`src/rtl/input_conditioner.sv`:
```
// input_conditioner: per-channel resynchroniser, glitch filter and edge strobes
// for slow asynchronous level inputs.
// Optional feature macro: IN_COND_GLITCH_EN adds sticky per-channel glitch flags
// cleared by glitch_clr; without it glitch is tied low and glitch_clr is unused.
module input_conditioner #(
  parameter int             N         = 4,
  parameter int             STAGES    = 2,
  parameter int             FILTER    = 4,
  parameter logic [N-1:0]   RESET_VAL = '0
) (
  input  logic         clk,
  input  logic         rst,
  input  logic [N-1:0] in,
  input  logic [N-1:0] bypass,
  output logic [N-1:0] q,
  output logic [N-1:0] rise,
  output logic [N-1:0] fall,
  input  logic         glitch_clr,
  output logic [N-1:0] glitch
);

  // Counter only needs to reach FILTER-1 before the candidate is accepted.
  localparam int              CW       = $clog2(FILTER + 1);
  localparam logic [CW-1:0]   CNT_LAST = CW'(FILTER - 1);

`ifndef IN_COND_GLITCH_EN
  logic unused_glitch_clr;
  assign unused_glitch_clr = glitch_clr;
`endif

  genvar gi;
  generate
    for (gi = 0; gi < N; gi = gi + 1) begin : g_chan
      logic [STAGES-1:0] sync_reg;
      logic [CW-1:0]     cnt_reg;
      logic              q_reg;
      logic              q_d_reg;
      logic              s;

      assign s = sync_reg[STAGES-1];

      // Resynchroniser: shift the raw pad level through STAGES flops.
      always_ff @(posedge clk or posedge rst) begin
        if (rst) sync_reg <= {STAGES{RESET_VAL[gi]}};
        else     sync_reg <= {sync_reg[STAGES-2:0], in[gi]};
      end

      // Glitch filter: accept a new level only after FILTER consecutive differing cycles.
      always_ff @(posedge clk or posedge rst) begin
        if (rst) begin
          q_reg   <= RESET_VAL[gi];
          cnt_reg <= '0;
        end else if (bypass[gi]) begin
          q_reg   <= s;
          cnt_reg <= '0;
        end else if (s == q_reg) begin
          cnt_reg <= '0;
        end else if (cnt_reg == CNT_LAST) begin
          q_reg   <= s;
          cnt_reg <= '0;
        end else begin
          cnt_reg <= cnt_reg + 1'b1;
        end
      end

      // Previous q, so strobes appear in the same cycle q shows its new value.
      always_ff @(posedge clk or posedge rst) begin
        if (rst) q_d_reg <= RESET_VAL[gi];
        else     q_d_reg <= q_reg;
      end

      assign q[gi]    = q_reg;
      assign rise[gi] = q_reg & ~q_d_reg;
      assign fall[gi] = ~q_reg & q_d_reg;

`ifdef IN_COND_GLITCH_EN
      logic glitch_reg;

      // Sticky flag on a rejected candidate; a new rejection beats a clear.
      always_ff @(posedge clk or posedge rst) begin
        if (rst)                                            glitch_reg <= 1'b0;
        else if (!bypass[gi] && (s == q_reg) && (cnt_reg != '0)) glitch_reg <= 1'b1;
        else if (glitch_clr)                                glitch_reg <= 1'b0;
      end

      assign glitch[gi] = glitch_reg;
`else
      assign glitch[gi] = 1'b0;
`endif
    end
  endgenerate

endmodule

```
`config.mk`:
```
export PLATFORM = sky130hd
export DESIGN_NAME = input_conditioner
export DESIGN_NICKNAME = d
export VERILOG_FILES = /design/src/rtl/input_conditioner.sv
export SDC_FILE = /design/constraint.sdc
export NUM_CORES = 1
export LEC_CHECK = 0
export ABC_CLOCK_PERIOD_IN_PS = 1530
export CORE_UTILIZATION = 48
export DETAILED_ROUTE_END_ITERATION = 16
export PLACE_DENSITY = 0.77
export RECOVER_POWER = 100
export SYNTH_ARGS = -nofsm -noshare
export SYNTH_HDL_FRONTEND = slang
export SYNTH_SLANG_ARGS = --single-unit
export TNS_END_PERCENT = 5
```
`constraint.sdc`:
```
create_clock -name clk -period 1.53 [get_ports clk]
set_input_delay 0.153 -clock clk [delete_from_list [all_inputs] [get_ports clk]]
set_output_delay 0.153 -clock clk [all_outputs]
set_load 0.005 [all_outputs]
```
==> flow_summary_export.csv, run 1 <==
group,metric,value,unit
outcome,status,"complete, no violations",
final_layout,nNetsFinal,125,
sta,setup_tns,0,ns
logic_synthesis,synth_edf_count,0,
floorplanning,rows,17,
clock_tree,clk_latency,0.32,ns
sta,whs,0.3646,ns
critical_path,cp.depth,1,
power,ir_worst_vdd,0.0006978,V
critical_path,reg2reg_from,"g_chan[2].cnt_reg[0]",
sta,slew_headroom,56.28,%
sta,timing.fmax,707.6,MHz
grt,grt_pass1_wl,2911,um
logic_synthesis,synth_common_cells,"dfrtp_1 (28), buf_4 (8), nor2b_1 (6), nor3b_2 (6)",
grt,grt_pass1_vias,718,
worst_hold_path,holdCritPathClass,"register to register",
sta,drv_slew,0,
logic_synthesis,ys_ff_latch,28,
flow_run,drv_cap,0,
critical_path,crit_arrival,1.26,ns
drt,drt_iter0_markers,3,
power,p_sw_share,22.99,%
worst_hold_path,hold_start,"g_chan[3].sync_reg[0]",
critical_path,cp_slowest_cell,"clkdlybuf4s50_1",
power,power_switching,0.0003189,W
floorplanning,ioPinCount,27,
critical_path,crit_type,"register to primary output",
grt,grt_max_degree,29,
final_layout,fill_cells,184,
grt,overflow,0,
logic_synthesis,yosysTopAreaCellShare,59.77,%
final_layout,n_antenna_cell,0,
logic_synthesis,yosys_warnings,0,
drt,routedWlPerCell,12.07,um
final_layout,multi_input_area,361.6,um^2
critical_path,crit_start,"g_chan[3].q_reg",
critical_path,crit_fanout,6,
clock_tree,cts_buffers,3,
critical_path,path_cells,"clkdlybuf4s50_1",
drt,antenna_left,0,
drt,dr_total_vias,669,
clock_tree,clockRootBuffer,"clkbuf_4",
critical_path,cp-endpoint,"q[3]",
logic_synthesis,ys.flop_type,"dfrtp_1",
sta,fin_crit_sh,92.37,%
logic_synthesis,synthMostInstantiatedCell,"dfrtp_1",
sta,timing.final.hold_violations,0,
drt,drt_wl_total,1654,um
power,seqPwrFrac,59.6,%
logic_synthesis,synth_top_area_cell,"dfrtp_1",
floorplanning,die_w,51.42,um
power,power,0.001387,W
critical_path,cpPeakStageDelay,0.51,ns
logic_synthesis,yosysSeqAreaShare,59.77,%
sta,min_period,1.413,ns
floorplanning,initial_core_util,52.00,%
sta,rsz0062_at_grt,"no",
clock_tree,clk_pin_slew_worst_paths,0.14,ns
sta,clock_skew,0.002384,ns
logic_synthesis,synthArstFlopShare,100.0,%
clock_tree,cts_tree,"yes",
drt,viasPerCell,4.883,
critical_path,crit_family,"buffers and inverters",
power,p_clk_share,25.2,%
critical_path,reg2reg_depth,4,
power,leakage,0.6737,nW
logic_synthesis,syn_area_per_cell,14.30,um^2
final_layout,drive_gt1_share,14.68,%
critical_path,cp_data_required_time,1.38,ns
clock_tree,clock-sinks,28,
sta,tightest_slew,0.6558,ns
clock_tree,h-tree-depth,1,
drt,dr.pass1.iters,4,
power,combPwrFrac,15.2,%
logic_synthesis,syn_area,1172,um^2
clock_tree,clock_tree.buffer_depth,2,
final_layout,largest_reg_flops,12,
power,power_density,995.1,nW/um^2
logic_synthesis,synth.area.top_cells,"dfrtp_1 (60%), nor3b_2 (6.4%), buf_4 (5.1%), ha_1 (4.3%), mux2_4 (3.8%)",
critical_path,worst-path-buf-inv,1,
grt,antenna_found_initial,0,
logic_synthesis,ys_types,18,
power,internal_power,0.001068,W
sta,setup_viol_count_final,0,
critical_path,r2r_setup_slack,0.20,ns
critical_path,r2r_end,"g_chan[2].q_reg",
final_layout,syn_to_final_growth,18.89,%
floorplanning,core-area,2255,um^2
grt,grt_usage,15.33,%
place,place_hpwl,1184,um
place,gp_congestion,0.7163,
critical_path,cp-start-kind,"register",
place,io_buffers,21,
critical_path,endpoint_kind,"primary output",
floorplanning,dieHeight,51.42,um
final_layout,utilization,61.82,%
drt,drc,0,
floorplanning,die-area,2644,um^2
logic_synthesis,syn_inst,82,
final_layout,regArea,704.4,um^2
==> kinds of logic after synthesis <==
kind of cell | Yosys count | share of synthesized area [%]
flip-flops | 28 | 59.77
other | 1 | 0.3199
buffers and inverters | 9 | 5.443
multiplexers | 4 | 4.802
XOR/XNOR | 4 | 2.988
adder cells (fa/ha/maj) | 4 | 4.269
AND/OR/NAND/NOR | 32 | 22.41
==> through the flow <==
| stage | area (um^2) | setup WS, ns | std cells |
|---|---|---|---|
| finish | 1394 | 0.1167 | 137 |
| global route | 1394 | 0.04624 | 137 |
| CTS | 1436 | -0.04536 | 135 |
| detailed placement | 1376 | 0.2253 | 127 |
| global placement | 1376 | 0.2473 | 127 |
| floorplan | 1184 | 0.2769 | 85 |
==> layout by cell type (no fill, tap or decap), types with 2 or more instances in the layout <==
| cell type | synthesis | layout |
|---|---|---|
| clkbuf_4 | 0 | 5 |
| mux2_1 | 0 | 2 |
| nand2b_1 | 4 | 4 |
| nor2b_1 | 6 | 8 |
| nor3b_1 | 2 | 8 |
| nor3_1 | 2 | 4 |
| clkdlybuf4s50_1 | 0 | 6 |
| and2b_1 | 2 | 2 |
| clkdlybuf4s25_1 | 0 | 3 |
| dfrtp_2 | 0 | 3 |
| xor2_1 | 4 | 4 |
| conb_1 | 1 | 4 |
| nor2b_4 | 3 | 2 |
| nor2_1 | 4 | 4 |
| dlygate4sd3_1 | 0 | 5 |
| buf_4 | 8 | 2 |
| dlygate4sd2_1 | 0 | 7 |
| dfrtp_1 | 28 | 25 |
| ha_1 | 4 | 4 |
==> power by group through the flow <==
stage | logic [W] | clock network, W | registers [W]
floorplan | 0.000135 | 0 | 0.000836
global placement | 0.000211 | 0 | 0.000841
detailed placement | 0.000221 | 0 | 0.000848
CTS | 0.000228 | 0.000365 | 0.000830
global route | 0.000235 | 0.000389 | 0.000836
finish | 0.000211 | 0.000349 | 0.000827
==> layout make-up <==
type / instances / share of cell area (%)
sequential: 28 / 50.54
multi-input combinational: 48 / 25.94
timing repair buffer: 28 / 18.13
clock buffer: 4 / 2.603
tap: 28 / 2.513
inverter: 1 / 0.2693
==> worst min-delay path by stage <==
| stage | to | slack, ns | cells after the start |
|---|---|---|---|
| 6_report | g_chan[3].sync_reg[1] | 0.36 | 0 |
| 5_1_grt | g_chan[0].sync_reg[0] | 0.35 | 1 |
| 4_1_cts | g_chan[1].q_d_reg | 0.18 | 3 |
| 3_5_place_dp | g_chan[3].sync_reg[1] | 0.34 | 0 |
| 3_3_place_gp | g_chan[1].sync_reg[1] | 0.33 | 0 |
| 2_1_floorplan | g_chan[0].sync_reg[0] | 0.18 | 0 |
==> per-layer routing <==
metal / vias up / global-route usage [%] / part of all wire [%]
met1: 335 / 16.47 / 42
met2: 21 / 27.49 / 52
met4: 0 / 9.459 / 2.1
met5: - / 0 / 0
li1: 309 / - / -
met3: 4 / 2.679 / 3.9
==> timing repair <==
| action | in CTS | in global routing |
|---|---|---|
| endpoints found under the hold margin | 0 | 0 |
| gates resized for setup | 9 | 5 |
| endpoints found under the setup margin | 8 | 4 |
| hold buffers | 0 | 0 |
| buffers inserted | 4 | 2 |
(Power assumes the default switching activity.)
==> inputs of run 2 (changes only) <==
--- a/config.mk
+++ b/config.mk
@@ -5,7 +5,6 @@
 export SDC_FILE = /design/constraint.sdc
 export NUM_CORES = 1
 export LEC_CHECK = 0
-export ABC_CLOCK_PERIOD_IN_PS = 1530
 export CORE_UTILIZATION = 48
 export DETAILED_ROUTE_END_ITERATION = 16
 export PLACE_DENSITY = 0.77
==> results of run 2 <==
Final layout, timing and power as in run 1 (identical DEF).
==> inputs of run 3 (changes only) <==
--- a/config.mk
+++ b/config.mk
@@ -5,10 +5,11 @@
 export SDC_FILE = /design/constraint.sdc
 export NUM_CORES = 1
 export LEC_CHECK = 0
-export CORE_UTILIZATION = 48
+export CORE_UTILIZATION = 60
 export DETAILED_ROUTE_END_ITERATION = 16
-export PLACE_DENSITY = 0.77
-export RECOVER_POWER = 100
+export DONT_BUFFER_PORTS = 1
+export PLACE_DENSITY = 0.76
+export RECOVER_POWER = 50
 export SYNTH_ARGS = -nofsm -noshare
 export SYNTH_HDL_FRONTEND = slang
 export SYNTH_SLANG_ARGS = --single-unit
==> run 3 against run 2 <==
Against the previous run: non-clock buffer count down 22; maximum frequency up 6.2%; combinational power fell by 37%; critical path type is now register to register; critical endpoint is now g_chan[2].q_reg; largest power group unchanged; highest routed layer unchanged.
==> flow_summary_export.csv, run 3 (synthesis results as in run 1) <==
group,metric,value,unit
outcome,status,"complete, no violations",
grt,grt_pass1_wl,2145,um
clock_tree,cts_buffers,3,
final_layout,syn_to_final_growth,7.684,%
power,p_clk_share,32.6,%
grt,antenna_found_initial,0,
power,internal_power,0.001129,W
grt,grt_usage,15.16,%
sta,setup_viol_count_final,0,
sta,min_period,1.331,ns
final_layout,largest_reg_flops,12,
clock_tree,clock_tree.buffer_depth,2,
sta,setup_slack,0.1986,ns
place,dpl.cell_count,103,
place,io_buffers,0,
power,power_switching,0.0003032,W
power,leakage,0.5878,nW
critical_path,path_cells,"ha_1, nor2b_4, nor2_1, mux2_4",
drt,routedWlPerCell,11.71,um
power,seqPwrFrac,58.2,%
floorplanning,rows,15,
drt,dr_total_vias,571,
drt,drt_iter0_markers,0,
clock_tree,clk_latency,0.32,ns
place,place_ws,0.2211,ns
power,combPwrFrac,9.3,%
sta,whs,0.03840,ns
critical_path,cpPeakStageDelay,0.41,ns
drt,drt_wl_total,1312,um
floorplanning,dieHeight,46.21,um
drt,viasPerCell,5.098,
critical_path,worst-path-buf-inv,0,
sta,rsz0062_at_grt,"no",
final_layout,utilization,70.81,%
clock_tree,clock-sinks,28,
sta,timing.fmax,751.1,MHz
grt,grt_pass1_vias,518,
clock_tree,clockRootBuffer,"clkbuf_4",
critical_path,crit_family,"flip-flops",
critical_path,crit_type,"register to register",
sta,setup_tns,0,ns
final_layout,layout_common_cells,"dfrtp_1 (28), nor3b_2 (6), nor2b_1 (6)",
critical_path,cp_slowest_cell,"dfrtp_1",
floorplanning,die-area,2135,um^2
critical_path,endpoint_kind,"register",
clock_tree,h-tree-depth,1,
sta,clock_skew,0.004023,ns
drt,dr.pass1.iters,1,
worst_hold_path,holdCritPathClass,"input port to register",
place,gp_congestion,0.6840,
grt,grt_max_degree,29,
clock_tree,cts_tree,"yes",
floorplanning,initial_core_util,65.75,%
sta,timing.final.hold_violations,0,
drt,drc,0,
final_layout,fill_cells,137,
critical_path,crit_start,"g_chan[2].cnt_reg[0]",
sta,slew_headroom,56.99,%
sta,fin_crit_sh,87.02,%
final_layout,n_antenna_cell,0,
final_layout,instances_no_fill,112,
critical_path,crit_arrival,1.55,ns
power,p_sw_share,21.17,%
grt,overflow,0,
critical_path,cp_data_required_time,1.75,ns
critical_path,reg2reg_from,"g_chan[2].cnt_reg[0]",
clock_tree,cts_setup_buffers,0,
worst_hold_path,hold_start,"bypass[3]",
sta,tightest_slew,0.6452,ns
final_layout,final_common_cell,"dfrtp_1",
flow_run,drv_cap,0,
clock_tree,clk_pin_slew_worst_paths,0.14,ns
floorplanning,die_w,46.21,um
critical_path,cp-start-kind,"register",
place,place_hpwl,929.3,um
floorplanning,core-area,1783,um^2
drt,antenna_left,0,
sta,drv_slew,0,
critical_path,crit_fanout,3,
final_layout,drive_gt1_share,24.14,%
floorplanning,ioPinCount,27,
final_layout,nNetsFinal,103,
power,power_density,1135,nW/um^2
power,ir_worst_vdd,0.0007891,V
## run 3: path summary, 6_finish.rpt
path                       slack (ns)  depth (start not counted)                    end
min in group asynchronous        0.43                          3   g_chan[3].cnt_reg[2]
setup reg to reg                 0.20                          4        g_chan[2].q_reg
hold / removal                   0.04                          2   g_chan[3].cnt_reg[1]
setup / recovery                 0.20                          4        g_chan[2].q_reg
max in group asynchronous        0.69                          3        g_chan[1].q_reg
hold reg to reg                  0.37                          0  g_chan[1].sync_reg[1]
## run 3: layout make-up
class                   instances  area [um^2]  share of cell area, %
clock buffers                   3        22.52                  1.784
repair buffers                  6        55.05                  4.361
well taps                      25        31.28                  2.478
inverters                       1        3.754                 0.2973
multi-input cells              48        419.2                  33.20
clock inverters                 1        30.03                  2.379
flip-flops and latches         28        700.7                  55.50
## run 3: power by group through the flow
stage | Combinational, W | Sequential [W] | Clock (W)
floorplan | 0.000135 | 0.000836 | 0
global placement | 0.000122 | 0.000845 | 0
detailed placement | 0.000127 | 0.000849 | 0
CTS | 0.000137 | 0.000834 | 0.000483
global route | 0.000152 | 0.000842 | 0.000513
finish | 0.000133 | 0.000833 | 0.000466
## run 3: metrics by stage
step                area [um^2]   power, W
floorplan                  1184  0.0009711
global placement           1162  0.0009677
detailed placement         1162  0.0009759
CTS                        1265   0.001454
global route               1262   0.001507
finish                     1262   0.001432
## run 3: layer usage
| metal | part of all wire (%) | vias up | GRT usage, % |
|---|---|---|---|
| li1 | - | 265 | - |
| met1 | 44 | 285 | 20.32 |
| met2 | 47 | 17 | 21.69 |
| met3 | 5.7 | 4 | 2.353 |
| met4 | 3.0 | 0 | 12.35 |
| met5 | 0 | - | 0 |
## run 3: timing repair
item / CTS / global route
hold endpoints to repair: 32 / 0
gates resized for setup: 0 / 0
hold buffers: 5 / 0
